===== config.mk =====
export PLATFORM = sky130hd
export DESIGN_NAME = glyph_fetch_arbiter_flat
export DESIGN_NICKNAME = d
export VERILOG_FILES = /design/src/rtl/glyph_fetch_arbiter_pkg.sv /design/src/rtl/glyph_fetch_arbiter_if.sv /design/src/rtl/glyph_fetch_arbiter_rr.sv /design/src/rtl/glyph_fetch_arbiter.sv /design/src/flat_wrapper.sv
export SDC_FILE = /design/constraint.sdc
export NUM_CORES = 1
export LEC_CHECK = 0
export ABC_AREA = 0
export ABC_CLOCK_PERIOD_IN_PS = 10040
export BUFFER_PORTS_ARGS = -buffer_cell sky130_fd_sc_hd__buf_4
export CAP_MARGIN = 20
export CORE_AREA = 2 2 121 123
export CTS_CLUSTER_SIZE = 12
export DETAILED_ROUTE_END_ITERATION = 12
export DIE_AREA = 0 0 123 125
export GPL_TIMING_DRIVEN = 0
export PLACE_DENSITY = 0.57
export SYNTH_ARGS = -nofsm -noshare
export SYNTH_HDL_FRONTEND = slang
export SYNTH_HIERARCHICAL = 1
export SYNTH_SLANG_ARGS = --single-unit

===== constraint.sdc =====
create_clock -name Clk -period 10.04 [get_ports Clk]
set_clock_uncertainty 0.2 [all_clocks]
set_input_delay 2.008 -clock Clk [delete_from_list [all_inputs] [get_ports Clk]]
set_output_delay 2.008 -clock Clk [all_outputs]
set_load 0.005 [all_outputs]

===== src/rtl/glyph_fetch_arbiter_pkg.sv =====
// rtl/glyph_fetch_arbiter_pkg.sv - shared constants, FSM state encoding and helpers (package glyph_pkg)
//
// Purpose : single source of widths and encodings for the glyph fetch arbiter,
//           its bus interface and its round-robin sub-module.
// Ports   : none (package).
package glyph_pkg;

  localparam int NUM_REQ = 4;
  localparam int DIGIT_W = 4;
  localparam int ROW_W   = 6;
  localparam int GLYPH_W = 64;
  localparam int ID_W    = 2;

  // Highest digit code that has a glyph in the ROM; codes above it are errors.
  localparam logic [DIGIT_W-1:0] MAX_DIGIT = 4'd8;

  typedef enum logic [1:0] {
    IDLE = 2'd0,
    ADDR = 2'd1,
    RESP = 2'd2
  } state_t;

  function automatic logic digit_in_range(input logic [DIGIT_W-1:0] digit);
    return digit <= MAX_DIGIT;
  endfunction

endpackage


===== src/rtl/glyph_fetch_arbiter_if.sv =====
// rtl/glyph_fetch_arbiter_if.sv - request/ROM/response bundle of the glyph fetch arbiter
//
// Purpose : groups every non-clock, non-reset signal of the arbiter.
// Signals : req/req_digit/req_row   requester side (packed, requester i at slice i)
//           grant                   one-hot, one-cycle acknowledge
//           mux_digit/mux_index_Y   address to the external glyph ROM mux
//           mux_spo                 combinational ROM mux data
//           rsp_valid/rsp_ready     response handshake
//           rsp_id/rsp_data/rsp_err response payload
// Modports: master = requesters + ROM + consumer side, slave = the arbiter.
interface glyph_fetch_arbiter_if;
  import glyph_pkg::*;

  logic [NUM_REQ-1:0]         req;
  logic [NUM_REQ*DIGIT_W-1:0] req_digit;
  logic [NUM_REQ*ROW_W-1:0]   req_row;
  logic [NUM_REQ-1:0]         grant;
  logic [DIGIT_W-1:0]         mux_digit;
  logic [ROW_W-1:0]           mux_index_Y;
  logic [GLYPH_W-1:0]         mux_spo;
  logic                       rsp_valid;
  logic                       rsp_ready;
  logic [ID_W-1:0]            rsp_id;
  logic [GLYPH_W-1:0]         rsp_data;
  logic                       rsp_err;

  modport master (
    output req, req_digit, req_row, mux_spo, rsp_ready,
    input  grant, mux_digit, mux_index_Y, rsp_valid, rsp_id, rsp_data, rsp_err
  );

  modport slave (
    input  req, req_digit, req_row, mux_spo, rsp_ready,
    output grant, mux_digit, mux_index_Y, rsp_valid, rsp_id, rsp_data, rsp_err
  );

endinterface


===== src/rtl/glyph_fetch_arbiter_rr.sv =====
// rtl/glyph_fetch_arbiter_rr.sv - four-way round-robin selector (module rr_arbiter4)
//
// Purpose : picks the first set request bit searching upward from pointer,
//           wrapping modulo 4. Purely combinational.
// Ports   : req     in  4  request vector
//           pointer in  2  index where the search starts
//           grant   out 4  one-hot selection, zero when req is zero
module rr_arbiter4
  import glyph_pkg::*;
(
  input  logic [NUM_REQ-1:0] req,
  input  logic [ID_W-1:0]    pointer,
  output logic [NUM_REQ-1:0] grant
);

  logic [ID_W-1:0] idx;

  // Walk from the farthest offset down to offset 0 so the closest set bit
  // to the pointer is the one left standing.
  always_comb begin
    grant = '0;
    idx   = '0;
    for (int i = NUM_REQ - 1; i >= 0; i--) begin
      idx = pointer + ID_W'(i);
      if (req[idx]) begin
        grant      = '0;
        grant[idx] = 1'b1;
      end
    end
  end

endmodule


===== src/rtl/glyph_fetch_arbiter.sv =====
// rtl/glyph_fetch_arbiter.sv - round-robin glyph ROM fetch arbiter with registered response
//
// Purpose : arbitrates four glyph-row fetch requesters onto one external ROM
//           mux, registers the returned row and holds it until consumed.
// Ports   : Clk    in  1  system clock
//           Reset  in  1  asynchronous, active-high reset
//           bus    slave modport of glyph_fetch_arbiter_if (request, ROM mux
//                  address/data and response handshake)
// Config  : GLYPH_LAST_ROW_CACHE_EN adds a one-entry {digit,row} cache of the
//           last ROM read; a hit skips the ADDR cycle.
module glyph_fetch_arbiter
  import glyph_pkg::*;
(
  input  logic                 Clk,
  input  logic                 Reset,
  glyph_fetch_arbiter_if.slave bus
);

  state_t             state;
  logic [NUM_REQ-1:0] grant_q;
  logic [DIGIT_W-1:0] mux_digit_q;
  logic [ROW_W-1:0]   mux_row_q;
  logic               rsp_valid_q;
  logic               rsp_err_q;
  logic [ID_W-1:0]    rsp_id_q;
  logic [GLYPH_W-1:0] rsp_data_q;
  logic [ID_W-1:0]    rr_ptr;

  logic [NUM_REQ-1:0] sel_grant;
  logic [ID_W-1:0]    sel_id;
  logic [DIGIT_W-1:0] sel_digit;
  logic [ROW_W-1:0]   sel_row;

  logic               cache_hit;
  logic [GLYPH_W-1:0] cache_rd_data;

  rr_arbiter4 u_rr (
    .req     (bus.req),
    .pointer (rr_ptr),
    .grant   (sel_grant)
  );

  // Unpack the winning requester's id, digit and row.
  always_comb begin
    sel_id    = '0;
    sel_digit = '0;
    sel_row   = '0;
    for (int i = 0; i < NUM_REQ; i++) begin
      if (sel_grant[i]) begin
        sel_id    = ID_W'(i);
        sel_digit = bus.req_digit[i*DIGIT_W +: DIGIT_W];
        sel_row   = bus.req_row[i*ROW_W +: ROW_W];
      end
    end
  end

`ifdef GLYPH_LAST_ROW_CACHE_EN
  logic               cache_valid;
  logic [DIGIT_W-1:0] cache_digit;
  logic [ROW_W-1:0]   cache_row;
  logic [GLYPH_W-1:0] cache_data;

  // Refilled on every ROM read, i.e. at the closing edge of ADDR.
  always_ff @(posedge Clk or posedge Reset) begin
    if (Reset) begin
      cache_valid <= 1'b0;
      cache_digit <= '0;
      cache_row   <= '0;
      cache_data  <= '0;
    end else if (state == ADDR) begin
      cache_valid <= 1'b1;
      cache_digit <= mux_digit_q;
      cache_row   <= mux_row_q;
      cache_data  <= bus.mux_spo;
    end
  end

  assign cache_hit     = cache_valid && (cache_digit == sel_digit) && (cache_row == sel_row);
  assign cache_rd_data = cache_data;
`else
  assign cache_hit     = 1'b0;
  assign cache_rd_data = '0;
`endif

  always_ff @(posedge Clk or posedge Reset) begin
    if (Reset) begin
      state       <= IDLE;
      grant_q     <= '0;
      mux_digit_q <= '0;
      mux_row_q   <= '0;
      rsp_valid_q <= 1'b0;
      rsp_err_q   <= 1'b0;
      rsp_id_q    <= '0;
      rsp_data_q  <= '0;
      rr_ptr      <= '0;
    end else begin
      grant_q <= '0;
      case (state)
        IDLE: begin
          if (|sel_grant) begin
            grant_q  <= sel_grant;
            rsp_id_q <= sel_id;
            rr_ptr   <= sel_id + ID_W'(1);
            if (!digit_in_range(sel_digit)) begin
              // No glyph exists for this code: answer at once without
              // touching the ROM address.
              rsp_err_q   <= 1'b1;
              rsp_data_q  <= '0;
              rsp_valid_q <= 1'b1;
              state       <= RESP;
            end else if (cache_hit) begin
              rsp_err_q   <= 1'b0;
              rsp_data_q  <= cache_rd_data;
              rsp_valid_q <= 1'b1;
              state       <= RESP;
            end else begin
              rsp_err_q   <= 1'b0;
              mux_digit_q <= sel_digit;
              mux_row_q   <= sel_row;
              state       <= ADDR;
            end
          end
        end
        ADDR: begin
          rsp_data_q  <= bus.mux_spo;
          rsp_valid_q <= 1'b1;
          state       <= RESP;
        end
        RESP: begin
          if (bus.rsp_ready) begin
            rsp_valid_q <= 1'b0;
            state       <= IDLE;
          end
        end
        default: begin
          rsp_valid_q <= 1'b0;
          state       <= IDLE;
        end
      endcase
    end
  end

  assign bus.grant       = grant_q;
  assign bus.mux_digit   = mux_digit_q;
  assign bus.mux_index_Y = mux_row_q;
  assign bus.rsp_valid   = rsp_valid_q;
  assign bus.rsp_id      = rsp_id_q;
  assign bus.rsp_data    = rsp_data_q;
  assign bus.rsp_err     = rsp_err_q;

endmodule


===== src/flat_wrapper.sv =====
// flat-port wrapper written by rule: the top's interface ports become plain ports
module glyph_fetch_arbiter_flat import glyph_pkg::*;
  (Clk, Reset, bus_req, bus_req_digit, bus_req_row, bus_mux_spo, bus_rsp_ready, bus_grant, bus_mux_digit, bus_mux_index_Y, bus_rsp_valid, bus_rsp_id, bus_rsp_data, bus_rsp_err);
  glyph_fetch_arbiter_if bus_i ();
  input  logic Clk;
  input  logic Reset;
  input wire logic [$bits(bus_i.req)-1:0] bus_req;
  input wire logic [$bits(bus_i.req_digit)-1:0] bus_req_digit;
  input wire logic [$bits(bus_i.req_row)-1:0] bus_req_row;
  input wire logic [$bits(bus_i.mux_spo)-1:0] bus_mux_spo;
  input wire logic [$bits(bus_i.rsp_ready)-1:0] bus_rsp_ready;
  output wire logic [$bits(bus_i.grant)-1:0] bus_grant;
  output wire logic [$bits(bus_i.mux_digit)-1:0] bus_mux_digit;
  output wire logic [$bits(bus_i.mux_index_Y)-1:0] bus_mux_index_Y;
  output wire logic [$bits(bus_i.rsp_valid)-1:0] bus_rsp_valid;
  output wire logic [$bits(bus_i.rsp_id)-1:0] bus_rsp_id;
  output wire logic [$bits(bus_i.rsp_data)-1:0] bus_rsp_data;
  output wire logic [$bits(bus_i.rsp_err)-1:0] bus_rsp_err;
  assign bus_i.req = bus_req;
  assign bus_i.req_digit = bus_req_digit;
  assign bus_i.req_row = bus_req_row;
  assign bus_i.mux_spo = bus_mux_spo;
  assign bus_i.rsp_ready = bus_rsp_ready;
  assign bus_grant = bus_i.grant;
  assign bus_mux_digit = bus_i.mux_digit;
  assign bus_mux_index_Y = bus_i.mux_index_Y;
  assign bus_rsp_valid = bus_i.rsp_valid;
  assign bus_rsp_id = bus_i.rsp_id;
  assign bus_rsp_data = bus_i.rsp_data;
  assign bus_rsp_err = bus_i.rsp_err;
  glyph_fetch_arbiter u_core (.Clk(Clk), .Reset(Reset), .bus(bus_i));
endmodule

# ---- After elaboration in Yosys (flattened, before gate mapping)
# Index checks and enable logic that the tools add are counted.
dict set report totals {
  out_inout_bits 82
  register_bits 86
  in_bits 111
  word_cells 84
}
dict set report op_classes {
  n_addsub 4
  eq_ne 5
  muxes 45
  n_lt_le_gt_ge 9
  n_reduce_logical 12
}
# operator count
set ops {}
lappend ops {{64-bit 2-to-1 mux} 2}
lappend ops {{64-bit case mux with 2 select lines} 1}
lappend ops {{4-bit 2-to-1 mux} 10}
lappend ops {{6-bit 2-to-1 mux} 4}
lappend ops {{1-bit 2-to-1 mux} 13}
lappend ops {{2-bit by 3-bit < comparator with 1-bit output (second input constant)} 4}
lappend ops {{2-bit 2-to-1 mux} 5}
lappend ops {{3-bit AND reduction} 3}
lappend ops {{1-bit binary-select mux with 2-bit select} 4}
lappend ops {{1-bit demux with 2-bit select} 4}
lappend ops {{2-bit by 1-bit greater-or-equal comparator with 1-bit output (second input constant)} 4}
lappend ops {{2-bit case mux with 3 select lines} 1}
lappend ops {{2-bit by 1-bit adder with 2-bit output (second input constant)} 2}
lappend ops {{2-bit adder (second input constant)} 2}
lappend ops {{4-bit <= comparator (second input constant)} 1}
lappend ops {{1-bit logical AND} 4}
lappend ops {{2-bit != test (second input constant)} 2}
lappend ops {{2-bit AND reduction} 2}
lappend ops {{4-bit OR reduction} 1}
lappend ops {{1-bit case mux with 3 select lines} 1}
lappend ops {{2-bit by 1-bit == test with 1-bit output (second input constant)} 1}
lappend ops {{2-bit == test (second input constant)} 1}
lappend ops {{2-bit logical NOT} 1}
lappend ops {{2-bit by 1-bit != test with 1-bit output (second input constant)} 1}
lappend ops {{2-bit nonzero test} 1}

# ---- Logic depth before layout (Yosys ltp)
# Gate-level depths: netlist of the first run.
dict set report logic_depth {
  word_depth 17
  depth_mapped 16
  depth_no_buf 11
}

# ---- Cells and area by module
# Netlist of the first run, hierarchy kept.
# module seq_area_each_um2 n_inst area_each_um2 cells_each
set by_module_without_submodules {}
lappend by_module_without_submodules {glyph_fetch_arbiter 2152.1 1 3712.3 393}
lappend by_module_without_submodules {rr_arbiter4 0.0 1 412.9 47}

# ---- Least setup slack after synthesis of the first run
# No wires, ideal clock.
dict set report synth_path {
  kind {input port to flip-flop}
  start {in bus_req[1]}
  end {reg u_core.mux_row_q[0] (netlist: u_core/bus.mux_index_Y[0])}
  arrival_ns 4.320
  required_time_ns 9.715
  path_buffers 1
  path_stages 10
  setup_ns 0.125
  setup_slack_ns 5.395
  cell_sequence {mux4_2 -> inv_1 -> a211oi_1 -> o31ai_1 -> buf_6 -> a211oi_1 -> a211oi_1 -> nor4b_4 -> o21ai_4 -> mux2_2}
}
dict set report synth_between {
  word_cells_on_any_way 23
  classes_between {order compare (1); mux (20); reduce/logical (2)}
}
# item line
set synth_rtl {}
lappend synth_rtl {{from (decl)} flat_wrapper.sv:7} ;# input wire logic [$bits(bus_i.req)-1:0] bus_req;
lappend synth_rtl {{1-bit binary-select mux with 2-bit select} glyph_fetch_arbiter_rr.sv:25} ;# if (req[idx]) begin
lappend synth_rtl {{1-bit 2-to-1 mux (implied by the code)} glyph_fetch_arbiter_rr.sv:25}
lappend synth_rtl {{4-bit 2-to-1 mux (3 in a row)} glyph_fetch_arbiter_rr.sv:25}
lappend synth_rtl {{4-bit 2-to-1 mux (*)} glyph_fetch_arbiter_rr.sv:25}
lappend synth_rtl {{net u_core.sel_grant[1]} glyph_fetch_arbiter.sv:29} ;# logic [NUM_REQ-1:0] sel_grant;
lappend synth_rtl {{4-bit 2-to-1 mux (3 in a row)} glyph_fetch_arbiter.sv:49} ;# if (sel_grant[i]) begin
lappend synth_rtl {{4-bit <= comparator} glyph_fetch_arbiter_pkg.sv:24} ;# return digit <= MAX_DIGIT;
lappend synth_rtl {{3-bit AND reduction (no line)} --}
lappend synth_rtl {{to (signal assigned)} glyph_fetch_arbiter.sv:119} ;# mux_row_q <= sel_row;
lappend synth_rtl {{to (decl)} glyph_fetch_arbiter.sv:22} ;# logic [ROW_W-1:0] mux_row_q;
# The timed path passes the listed nets; every way through them passes the cells marked *. The select of a mux whose other input is x is not followed.
# A chain may end at the register's enable or synchronous reset.

# ---- Final worst setup path of the first run
dict set report layout_path {
  start {in bus_req[1]}
  end {reg u_core.mux_row_q[5] (netlist: u_core/bus.mux_index_Y[5])}
}
dict set report layout_between {
  elab_chain_cells 12
  word_cells_on_any_way 23
  classes_between {order compare (1); mux (20); reduce/logical (2)}
}
# item line
set layout_lines {}
lappend layout_lines {{1-bit binary-select mux with 2-bit select} glyph_fetch_arbiter_rr.sv:25}
lappend layout_lines {{1-bit 2-to-1 mux (implied by the code)} glyph_fetch_arbiter_rr.sv:25}
lappend layout_lines {{4-bit 2-to-1 mux (3 in a row)} glyph_fetch_arbiter_rr.sv:25}
lappend layout_lines {{4-bit 2-to-1 mux (*)} glyph_fetch_arbiter_rr.sv:25}
lappend layout_lines {{net u_core.sel_grant[0]} glyph_fetch_arbiter.sv:29}
lappend layout_lines {{4-bit 2-to-1 mux (4 in a row)} glyph_fetch_arbiter.sv:49}
lappend layout_lines {{4-bit <= comparator} glyph_fetch_arbiter_pkg.sv:24}
lappend layout_lines {{3-bit AND reduction (no line)} --}
# Marks and branches as above.

==> results of run 1 <==
==> routing by layer <==
layer  track usage, %  part of all wire [%]  vias to the layer above
li1                 -                     -                     1892
met1             19.8                    42                     1806
met2             27.7                    51                      116
met3             2.74                   5.6                        9
met4             3.81                  0.99                        0
met5                0                     0                        -
==> cell usage after synthesis (all sizes together) (4+ instances only) <==
master / n / area, um^2
a21oi: 73 / 365
a22oi: 12 / 90.1
and2: 4 / 25.0
buf: 13 / 103
clkbuf: 17 / 65.1
dfrtp: 86 / 2150
ha: 8 / 100
inv: 9 / 33.8
mux2: 6 / 67.6
mux2i: 6 / 60.1
mux4: 4 / 93.8
nand2: 143 / 537
nor2: 6 / 22.5
nor2b: 8 / 52.6
o21ai: 12 / 75.1
o22ai: 5 / 31.3
==> cells in the final DEF (no fill, tap or decap), types with 5 or more instances in the layout <==
cell type / count
buf_4: 202
nand2_1: 143
dfrtp_1: 86
a21oi_1: 73
clkbuf_1: 19
a22oi_1: 12
o21ai_0: 10
clkbuf_16: 9
inv_1: 8
ha_1: 8
nor2b_1: 7
nor2_1: 6
mux2_2: 6
mux2i_1: 6
o22ai_1: 5
==> final cells by class <==
type | count | area share, %
Buffer | 30 | 2.74
Tap cell | 184 | 3.77
Clock buffer | 13 | 4.09
Clock inverter | 3 | 0.716
Sequential cell | 86 | 35.2
Inverter | 9 | 0.594
Timing Repair Buffer | 193 | 23.9
Multi-Input combinational cell | 315 | 29.0
==> tightest hold or removal path, stage by stage (launching register included) <==
cell and delay, ns:
dfrtp_1 0.34, nand2_1 0.04, o21ai_0 0.06
==> power groups by stage <==
stage | Sequential [mW] | Combinational (mW) | Clock [mW]
final | 0.549 | 1.09 | 0.328
after global routing | 0.567 | 1.22 | 0.357
after CTS | 0.551 | 1.11 | 0.339
after detailed placement | 0.555 | 1.11 | 0
after global placement | 0.551 | 1.08 | 0
after floorplan | 0.554 | 0.701 | 0
==> path summary, 6_finish.rpt <==
kind                                        endpoint            startpoint  slack [ns]  depth (start not counted)
hold / removal                  u_core/bus.rsp_id[1]  u_core/bus.rsp_id[1]        0.28                          2
setup reg to reg           u_core/bus.mux_index_Y[5]      u_core/rr_ptr[1]        6.01                         12
setup / recovery           u_core/bus.mux_index_Y[5]            bus_req[1]        5.15                         10
max in group asynchronous    u_core/bus.rsp_data[19]                 Reset        7.48                          3
min in group asynchronous    u_core/bus.rsp_data[60]                 Reset        1.53                          2
hold reg to reg                 u_core/bus.rsp_id[1]  u_core/bus.rsp_id[1]        0.28                          2
==> state kept, by name (all words and copies together) (netlist names), 2 cells and up <==
| name | flops |
|---|---|
| u_core/bus.mux_index_Y | 6 |
| u_core/rr_ptr | 2 |
| u_core/state | 2 |
| u_core/bus.mux_digit | 4 |
| u_core/bus.rsp_id | 2 |
| u_core/bus.grant | 4 |
| u_core/bus.rsp_data | 64 |
==> kinds of logic (layout without fill, tap and decap cells) <==
| kind of cell | count (synthesis) | count (layout) | share of synthesized area (%) |
|---|---|---|---|
| and+or+nand+nor | 174 | 174 | 18.7 |
| AOI/OAI and AO/OA | 117 | 117 | 16.4 |
| muxes | 16 | 16 | 5.37 |
| buffers and inverters | 39 | 248 | 4.88 |
| DFF | 86 | 86 | 52.2 |
| adders and majority gates | 8 | 8 | 2.43 |
==> through the flow <==
step                instances  setup WS, ns  util [%]
floorplan                 440          5.39         -
finish                    833          5.15      43.0
CTS                       833          5.11      43.0
global route              833          4.97      43.0
detailed placement        817          4.77      41.0
global placement          816          4.60      40.8
==> flow_summary.yaml, run 1 <==
finish:
  fill_cells: 1405
  final_area_um2: 6110
  fin_nets: 763
  area_delta_synth_final_pct: 48.2
  drive_gt1_share_pct: 36.7
  multiInputGateArea_um2: 1770
  n_antenna_cell: 0
  seqCellArea_um2: 2150
clock_network:
  cts_tree: "done"
  cts_buffers: 9
  clockBufferDepth: 2
  clock_sinks: 86
  cts.htree.levels: 3
  cts_root_buffer: "clkbuf_16"
  clock_latency_ns: 0.32
  ctsResizeCount: 0
  cts_setup_buffers: 0
  cts.clk_slew.worst_paths_ns: 0.06
  hold_buffers: 0
power_and_ir_drop:
  p_sw_share_pct: 39.9
  power.switching_mw: 0.786
  p_leak_nw: 2.99
  comb_power_share_pct: 55.5
  internal_power_mw: 1.18
  p_seq_share_pct: 27.8
  clockPowerShare_pct: 16.6
  fin_total_pwr_mw: 1.97
  vdd.ir_drop.worst_mv: 0.196
  p_per_area_nw_per_um2: 322
floorplanning:
  design.die.area_um2: 15400
  start_util_pct: 29.0
  fp-row-count: 44
  die_h_um: 125
  pin_count: 193
  core_area_um2: 14200
  dieWidth_um: 123
grt:
  grt_max_degree: 45
  grt-ovfl-total: 0
  antenna_found_initial: 0
  grt_pass1_vias: 3905
  grt_usage_pct: 15.7
  grt_pass1_wl_um: 19300
critical_path:
  critPathLaunchType: "input pin"
  required_ns: 10.05
  crit_type: "in -> reg"
  cp_slowest_cell: "nor4b_4"
  crit_buf_inv: 1
  max_stage_delay_ns: 0.60
  worst_ep_arrival_time_ns: 4.90
  cp_top_family: "simple AND/OR/NAND/NOR gates"
  end_kind: "flip-flop"
  critPathMaxFanout: 10
  critPathMostFrequentCell: "nor4b_4"
  crit_chain: "buf_4 > mux4_2 > nor2b_2 > nand2_1 > a31oi_1 > nor4b_4 > o21ai_2 > nor4b_4 > o21ai_4 > mux2_2"
drt:
  wire_per_inst_um: 14.4
  viasPerCell: 4.59
  finalWirelength_um: 12000
  antenna_left: 0
  vias: 3823
  drc: 0
  dr.pass1.iters: 6
  drtIter0Drc: 235
place:
  globalplace.congestion: 0.755
  port_buffers: 192
  hpwl_um: 9150
  placed_area_um2: 5820
sta:
  rsz0062_at_grt: "no"
  period_needed_ns: 4.89
  whs_ns: 0.279
  hold_viol: 0
  fin_crit_sh_pct: 48.7
  setup_violations: 0
  tightestPinTransition_ns: 0.639
  fmax_mhz: 204
  maxSlewViolCount: 0
  relSlewSlack_pct: 57.0
  finalSetupTns_ns: 0
synthesis:
  syn-instance-count: 440
  synth_edf_count: 0
  ys.flop_type: "dfrtp_1"
  ys_ff_latch: 86
  syn_avg_cell_area_um2: 9.38
  synth_area_um2: 4130
  ys_warn_count: 6
  syn_nets: 559
  synth-async-reset-ratio_pct: 100
  seq_area_frac_synth_pct: 52.2
  yosysUniqueCellTypes: 42
job:
  max_cap_violations: 0
min_path:
  hold_path.class: "reg -> reg"
outcome:
  status: "finished clean"
No activity file was read; power rests on OpenSTA's default activity.
==> run 2, diff against run 1 <==
--- a/config.mk
+++ b/config.mk
@@ -5,8 +5,8 @@
 export SDC_FILE = /design/constraint.sdc
 export NUM_CORES = 1
 export LEC_CHECK = 0
-export ABC_AREA = 0
-export ABC_CLOCK_PERIOD_IN_PS = 10040
+export ABC_AREA = 1
+export ABC_CLOCK_PERIOD_IN_PS = 4100
 export BUFFER_PORTS_ARGS = -buffer_cell sky130_fd_sc_hd__buf_4
 export CAP_MARGIN = 20
 export CORE_AREA = 2 2 121 123
@@ -14,7 +14,7 @@
 export DETAILED_ROUTE_END_ITERATION = 12
 export DIE_AREA = 0 0 123 125
 export GPL_TIMING_DRIVEN = 0
-export PLACE_DENSITY = 0.57
+export PLACE_DENSITY = 0.59
 export SYNTH_ARGS = -nofsm -noshare
 export SYNTH_HDL_FRONTEND = slang
 export SYNTH_HIERARCHICAL = 1
==> constraint.sdc (replaced) <==
create_clock -name Clk -period 4.1 [get_ports Clk]
set_clock_uncertainty 0.2 [all_clocks]
set_input_delay 0.82 -clock Clk [delete_from_list [all_inputs] [get_ports Clk]]
set_output_delay 0.82 -clock Clk [all_outputs]
set_load 0.005 [all_outputs]
==> run 2 against run 1 <==
Sequential cell count is the same. Worst setup slack lost 4.4 ns. Largest power group unchanged. Combinational power grew to 3.0 times the previous value. Synthesized area grew 0.85%. Clock power grew to 2.5 times the previous value.
==> flow_summary.yaml, run 2 <==
outcome:
  status: "finished clean"
place:
  placed_area_um2: 5860
  port_buffers: 192
  hpwl_um: 9440
  globalplace.congestion: 0.786
critical_path:
  crit_type: "reg -> reg"
  crit_buf_inv: 6
  critPathMaxFanout: 10
  critPathLaunchType: "flip-flop"
  crit_chain: "inv_1 > ha_1 > inv_1 > nand3_2 > nand2_2 > o21ai_0 > inv_1 > nand2_1 > nand2_1 > inv_2 > nor2_2 > nand3_1 > nand2_1 > nor2_1 > nand3_2 > nand3_1 > buf_6 > buf_6 > nand3_1 > nand2_1"
  critPathMostFrequentCell: "nand2_1"
  end_kind: "flip-flop"
  required_ns: 4.13
  max_stage_delay_ns: 0.53
  cp_slowest_cell: "dfrtp_1"
  cp_top_family: "simple AND/OR/NAND/NOR gates"
  worst_ep_arrival_time_ns: 3.43
sta:
  hold_viol: 0
  period_needed_ns: 3.40
  setup_violations: 0
  rsz0062_at_grt: "no"
  maxSlewViolCount: 0
  fmax_mhz: 294
  relSlewSlack_pct: 62.8
  fin_crit_sh_pct: 82.9
  whs_ns: 0.274
  tightestPinTransition_ns: 0.559
power_and_ir_drop:
  fin_total_pwr_mw: 5.45
  p_leak_nw: 3.47
  vdd.ir_drop.worst_mv: 0.424
  p_per_area_nw_per_um2: 884
  p_seq_share_pct: 25.1
  p_sw_share_pct: 45.8
  comb_power_share_pct: 59.6
  power.switching_mw: 2.50
  internal_power_mw: 2.96
  clockPowerShare_pct: 15.3
synthesis:
  synth_area_um2: 4160
  syn-instance-count: 522
  syn_nets: 641
  yosysMostFrequentCell: "nand2_1"
  syn_avg_cell_area_um2: 7.97
  yosysUniqueCellTypes: 26
  ys_warn_count: 6
  synth_edf_count: 0
  synth-async-reset-ratio_pct: 100
  synth_commonest_cells: "nand2_1, nand3_1, dfrtp_1"
  yosys.area.top_type: "dfrtp_1"
  ys.flop_type: "dfrtp_1"
  seq_area_frac_synth_pct: 51.7
  ys_ff_latch: 86
  yosysTopAreaCellShare_pct: 51.7
  synth_area_leaders: "dfrtp_1, nand2_1, nand3_1"
grt:
  grt_usage_pct: 16.3
  grt_pass1_vias: 4169
  antenna_found_initial: 0
  grt_pass1_wl_um: 19900
  grt_max_degree: 59
  grt-ovfl-total: 0
floorplanning:
  fp-row-count: 44
  dieWidth_um: 123
  pin_count: 193
  die_h_um: 125
  core_area_um2: 14200
  start_util_pct: 29.3
  design.die.area_um2: 15400
clock_network:
  cts_buffers: 9
  cts_tree: "done"
  cts_root_buffer: "clkbuf_16"
  clock_latency_ns: 0.34
  clock_sinks: 86
  cts_setup_buffers: 0
  cts.htree.levels: 3
  hold_buffers: 0
  clockBufferDepth: 2
  ctsResizeCount: 0
  cts.clk_slew.worst_paths_ns: 0.06
drt:
  drc: 0
  wire_per_inst_um: 13.2
  drtIter0Drc: 141
  antenna_left: 0
  finalWirelength_um: 12000
  vias: 4144
  viasPerCell: 4.53
  dr.pass1.iters: 6
finish:
  fill_cells: 1423
  area_delta_synth_final_pct: 48.3
  seqCellArea_um2: 2150
  final_area_um2: 6170
  final_cell_mix: "nand2_1, buf_4, nand3_1, dfrtp_1, inv_1"
  fin_nets: 845
  n_antenna_cell: 0
  drive_gt1_share_pct: 32.6
  largest_reg_flops: 64
  final_common_cell: "nand2_1"
  multiInputGateArea_um2: 1720
min_path:
  hold_path.class: "in -> async"
job:
  max_cap_violations: 0
==> run 2: cell types whose count changed in the layout (fill, tap and decap cells not counted), moves of 11 or more <==
cell     change
a21oi_1     -72
a22oi_1     -11
inv_1       +17
nand4_1     +16
nand2_1     +72
nand3_1     +95
==> run 2: cell families after synthesis <==
kind of cell    synth area share, %
compound gates                 1.47
fa+ha+maj                      2.41
buf+inv                        6.95
flops                          51.7
simple gates                   37.4
==> run 2: power by group through the flow <==
stage / clock [mW] / combinational, mW / sequential [mW]
5_1_grt: 0.902 / 3.71 / 1.41
4_1_cts: 0.863 / 3.28 / 1.37
3_3_place_gp: 0 / 3.21 / 1.37
2_1_floorplan: 0 / 2.13 / 1.38
3_5_place_dp: 0 / 3.28 / 1.38
6_report: 0.833 / 3.25 / 1.37
==> run 2: final timing paths <==
kind                                      startpoint                         to  slack, ns  cells past startpoint
max in group asynchronous                      Reset    u_core/bus.rsp_data[53]       2.81                      3
setup reg to reg                    u_core/rr_ptr[1]    u_core/bus.rsp_data[18]       0.70                     20
min in group Clk           u_core/bus.mux_index_Y[2]  u_core/bus.mux_index_Y[2]       0.28                      2
hold reg to reg            u_core/bus.mux_index_Y[2]  u_core/bus.mux_index_Y[2]       0.28                      2
setup / recovery                    u_core/rr_ptr[1]    u_core/bus.rsp_data[18]       0.70                     20
hold / removal                                 Reset         u_core/bus.rsp_err       0.27                      2
==> run 2: area by class of cell <==
cell class / count / area share, %
sequential: 86 / 34.9
inverter: 35 / 2.17
timing repair buffer: 193 / 23.8
multi-input combinational: 374 / 27.9
buffer: 27 / 2.56
tap: 184 / 3.73
clock inverter: 6 / 1.12
clock buffer: 10 / 3.87
==> run 2: worst reg2reg max path, delay by kind of cell (launching register included) <==
kind | cells | cell delay, ns
fa+ha+maj | 1 | 0.36
buf+inv | 6 | 0.78
flops | 1 | 0.53
compound gates | 1 | 0.10
simple gates | 12 | 1.32
==> run 2: layer usage <==
metal  part of all wire, %  global-route usage [%]  vias to the layer above
met5                     0                       0                        -
met4                   2.7                    5.48                        0
met3                   6.6                    5.06                       25
met2                    48                    26.4                      133
met1                    43                    20.4                     1905
li1                      -                       -                     2081
==> run 2: metrics by stage <==
stage          setup TNS, ns  util [%]  worst slack [ns]  std cells
2_1_floorplan              0         -             0.858        522
3_3_place_gp          -16.86      41.1            -0.202        898
3_5_place_dp               0      41.3             0.682        899
4_1_cts                    0      43.4             0.652        915
5_1_grt                    0      43.4             0.215        915
6_report                   0      43.4             0.702        915
==> run 3, diff against run 2 <==
--- a/config.mk
+++ b/config.mk
@@ -6,7 +6,7 @@
 export NUM_CORES = 1
 export LEC_CHECK = 0
 export ABC_AREA = 1
-export ABC_CLOCK_PERIOD_IN_PS = 4100
+export ABC_CLOCK_PERIOD_IN_PS = 3050
 export BUFFER_PORTS_ARGS = -buffer_cell sky130_fd_sc_hd__buf_4
 export CAP_MARGIN = 20
 export CORE_AREA = 2 2 121 123
==> constraint.sdc (replaced) <==
create_clock -name Clk -period 3.05 [get_ports Clk]
set_clock_uncertainty 0.2 [all_clocks]
set_input_delay 0.61 -clock Clk [delete_from_list [all_inputs] [get_ports Clk]]
set_output_delay 0.61 -clock Clk [all_outputs]
set_load 0.005 [all_outputs]
==> run 3 against run 2 <==
Global-route usage rose by 0.21 points. Hold slack got worse by 0.21 ns. Via count is 1.7% higher. Sequential share of layout area is 1.1 points lower. Final cell count rose by 1.2%. Total power grew 47%. Core utilization grew 1.5 points. Die area unchanged. Clock power rose by 34%. Maximum frequency up 20%. Non-clock buffer count increased by 11. Combinational power is 55% higher. Largest cell class unchanged. Largest power group unchanged.
==> flow_summary.yaml, run 3 (synthesis gave the netlist of run 2 again) <==
place:
  placed_cells: 899
  hpwl_um: 9440
  place_ws_ns: -0.368
  port_buffers: 192
  globalplace.congestion: 0.786
drt:
  viasPerCell: 4.55
  antenna_left: 0
  drc: 0
  drtIter0Drc: 132
  wire_per_inst_um: 13.3
  vias: 4213
  finalWirelength_um: 12300
  dr.pass1.iters: 7
finish:
  largest_reg_flops: 64
  seqCellArea_um2: 2150
  fin_cells: 926
  multiInputGateArea_um2: 1810
  final_cell_mix: "nand2_1, buf_4, nand3_1, dfrtp_1, inv_1"
  fin_nets: 856
  n_antenna_cell: 0
  drive_gt1_share_pct: 36.0
  area_delta_synth_final_pct: 53.3
  final_common_cell: "nand2_1"
  fill_cells: 1416
floorplanning:
  core_area_um2: 14200
  design.die.area_um2: 15400
  fp-row-count: 44
  die_h_um: 125
  dieWidth_um: 123
  start_util_pct: 29.3
  pin_count: 193
clock_network:
  cts.htree.levels: 3
  cts_tree: "done"
  cts_buffers: 9
  clock_latency_ns: 0.34
  cts.clk_slew.worst_paths_ns: 0.06
  cts_root_buffer: "clkbuf_16"
  clockBufferDepth: 2
  clock_sinks: 86
sta:
  setup_slack_ns: 0.222
  relSlewSlack_pct: 62.4
  hold_viol: 0
  whs_ns: 0.0645
  tightestPinTransition_ns: 0.565
  setup_violations: 0
  fin_crit_sh_pct: 92.7
  period_needed_ns: 2.83
  maxSlewViolCount: 0
  fmax_mhz: 354
outcome:
  status: "finished clean"
power_and_ir_drop:
  p_per_area_nw_per_um2: 1250
  p_leak_nw: 3.54
  vdd.ir_drop.worst_mv: 0.637
critical_path:
  r2r_start: "u_core/rr_ptr[1]"
  critPathMaxFanout: 10
  worst_ep_arrival_time_ns: 2.86
  critPathLaunchType: "flip-flop"
  end_kind: "flip-flop"
  required_ns: 3.08
  crit_start: "u_core/rr_ptr[1]"
  crit_type: "reg -> reg"
grt:
  grt_pass1_wl_um: 20200
  antenna_found_initial: 0
  grt-ovfl-total: 0
  grt_pass1_vias: 4185
  grt_max_degree: 59
  grt_usage_pct: 16.5
job:
  max_cap_violations: 0
min_path:
  hold_path.class: "in -> async"
[run 3: cell types whose count changed in the layout (fill, tap and decap cells not counted), moves of 3 or more]
cell     change
nand2_4      +3
nand2_1      -6
nor2_2       +3
nand2_2      +3
nor2_1       -5
buf_4        +7
[run 3: worst paths after layout]
path	endpoint	slack (ns)	cells after the start
min in group Clk	u_core/bus.rsp_data[55]	0.26	3
max in group asynchronous	u_core/bus.rsp_data[59]	1.97	3
hold reg to reg	u_core/bus.mux_index_Y[2]	0.28	2
setup reg to reg	u_core/bus.rsp_data[18]	0.22	20
setup / recovery	u_core/bus.rsp_data[18]	0.22	20
hold / removal	u_core/bus.rsp_err	0.06	2
[run 3: per-stage QoR]
step	TNS [ns]	instance area (um^2)	utilization [%]	power, mW
floorplan	0	4160	-	4.72
global placement	-109.85	5830	41.1	6.16
detailed placement	-23.94	5860	41.3	6.27
CTS	0	6220	43.8	7.57
global route	-0.544	6380	44.9	8.80
finish	0	6380	44.9	7.99
[run 3: area by class of cell]
| class | instances | area share [%] |
|---|---|---|
| timing repair buffer | 204 | 24.4 |
| multi-input combinational | 374 | 28.3 |
| clock inverter | 6 | 1.08 |
| sequential | 86 | 33.8 |
| inverter | 35 | 2.30 |
| clock buffer | 10 | 3.75 |
| tap | 184 | 3.61 |
| buffer | 27 | 2.81 |
[run 3: report_power, final]
group	total, mW	switching [mW]	internal (mW)
logic	5.05	2.93	2.12
clock network	1.12	0.458	0.662
registers	1.82	0.229	1.59
total	7.99	3.62	4.37
[run 3: what timing repair did]
action                                  in CTS  in global routing
setup buffers                                2                  7
pin swaps                                    0                  8
gates cloned                                 1                  1
endpoints found under the hold margin        0                  0
endpoints found under the setup margin      82                 79
hold buffers                                 0                  0
gates resized for setup                     10                 30
[run 3: critical path, stage by stage, from the launching register on]
cell,delay [ns]
dfrtp_2,0.43
inv_4,0.11
ha_4,0.21
inv_1,0.09
nand3_2,0.10
nand2_4,0.10
nand2_1,0.07
clkinv_1,0.04
nand2_1,0.05
nand2_1,0.10
nand2_4,0.10
nor2_4,0.19
nand2_2,0.10
nor2_1,0.12
nor2_2,0.07
nand3_2,0.10
nand3_4,0.10
buf_8,0.17
buf_6,0.14
nand3_1,0.07
nand2_1,0.06
[run 3: per-layer routing]
layer  GRT usage, %  up-vias  part of all wire [%]
met5              0        -                     0
met2           26.7      128                    49
li1               -     2103                     -
met4           5.48        0                   2.5
met1           20.8     1962                    43
met3           5.06       20                   6.3
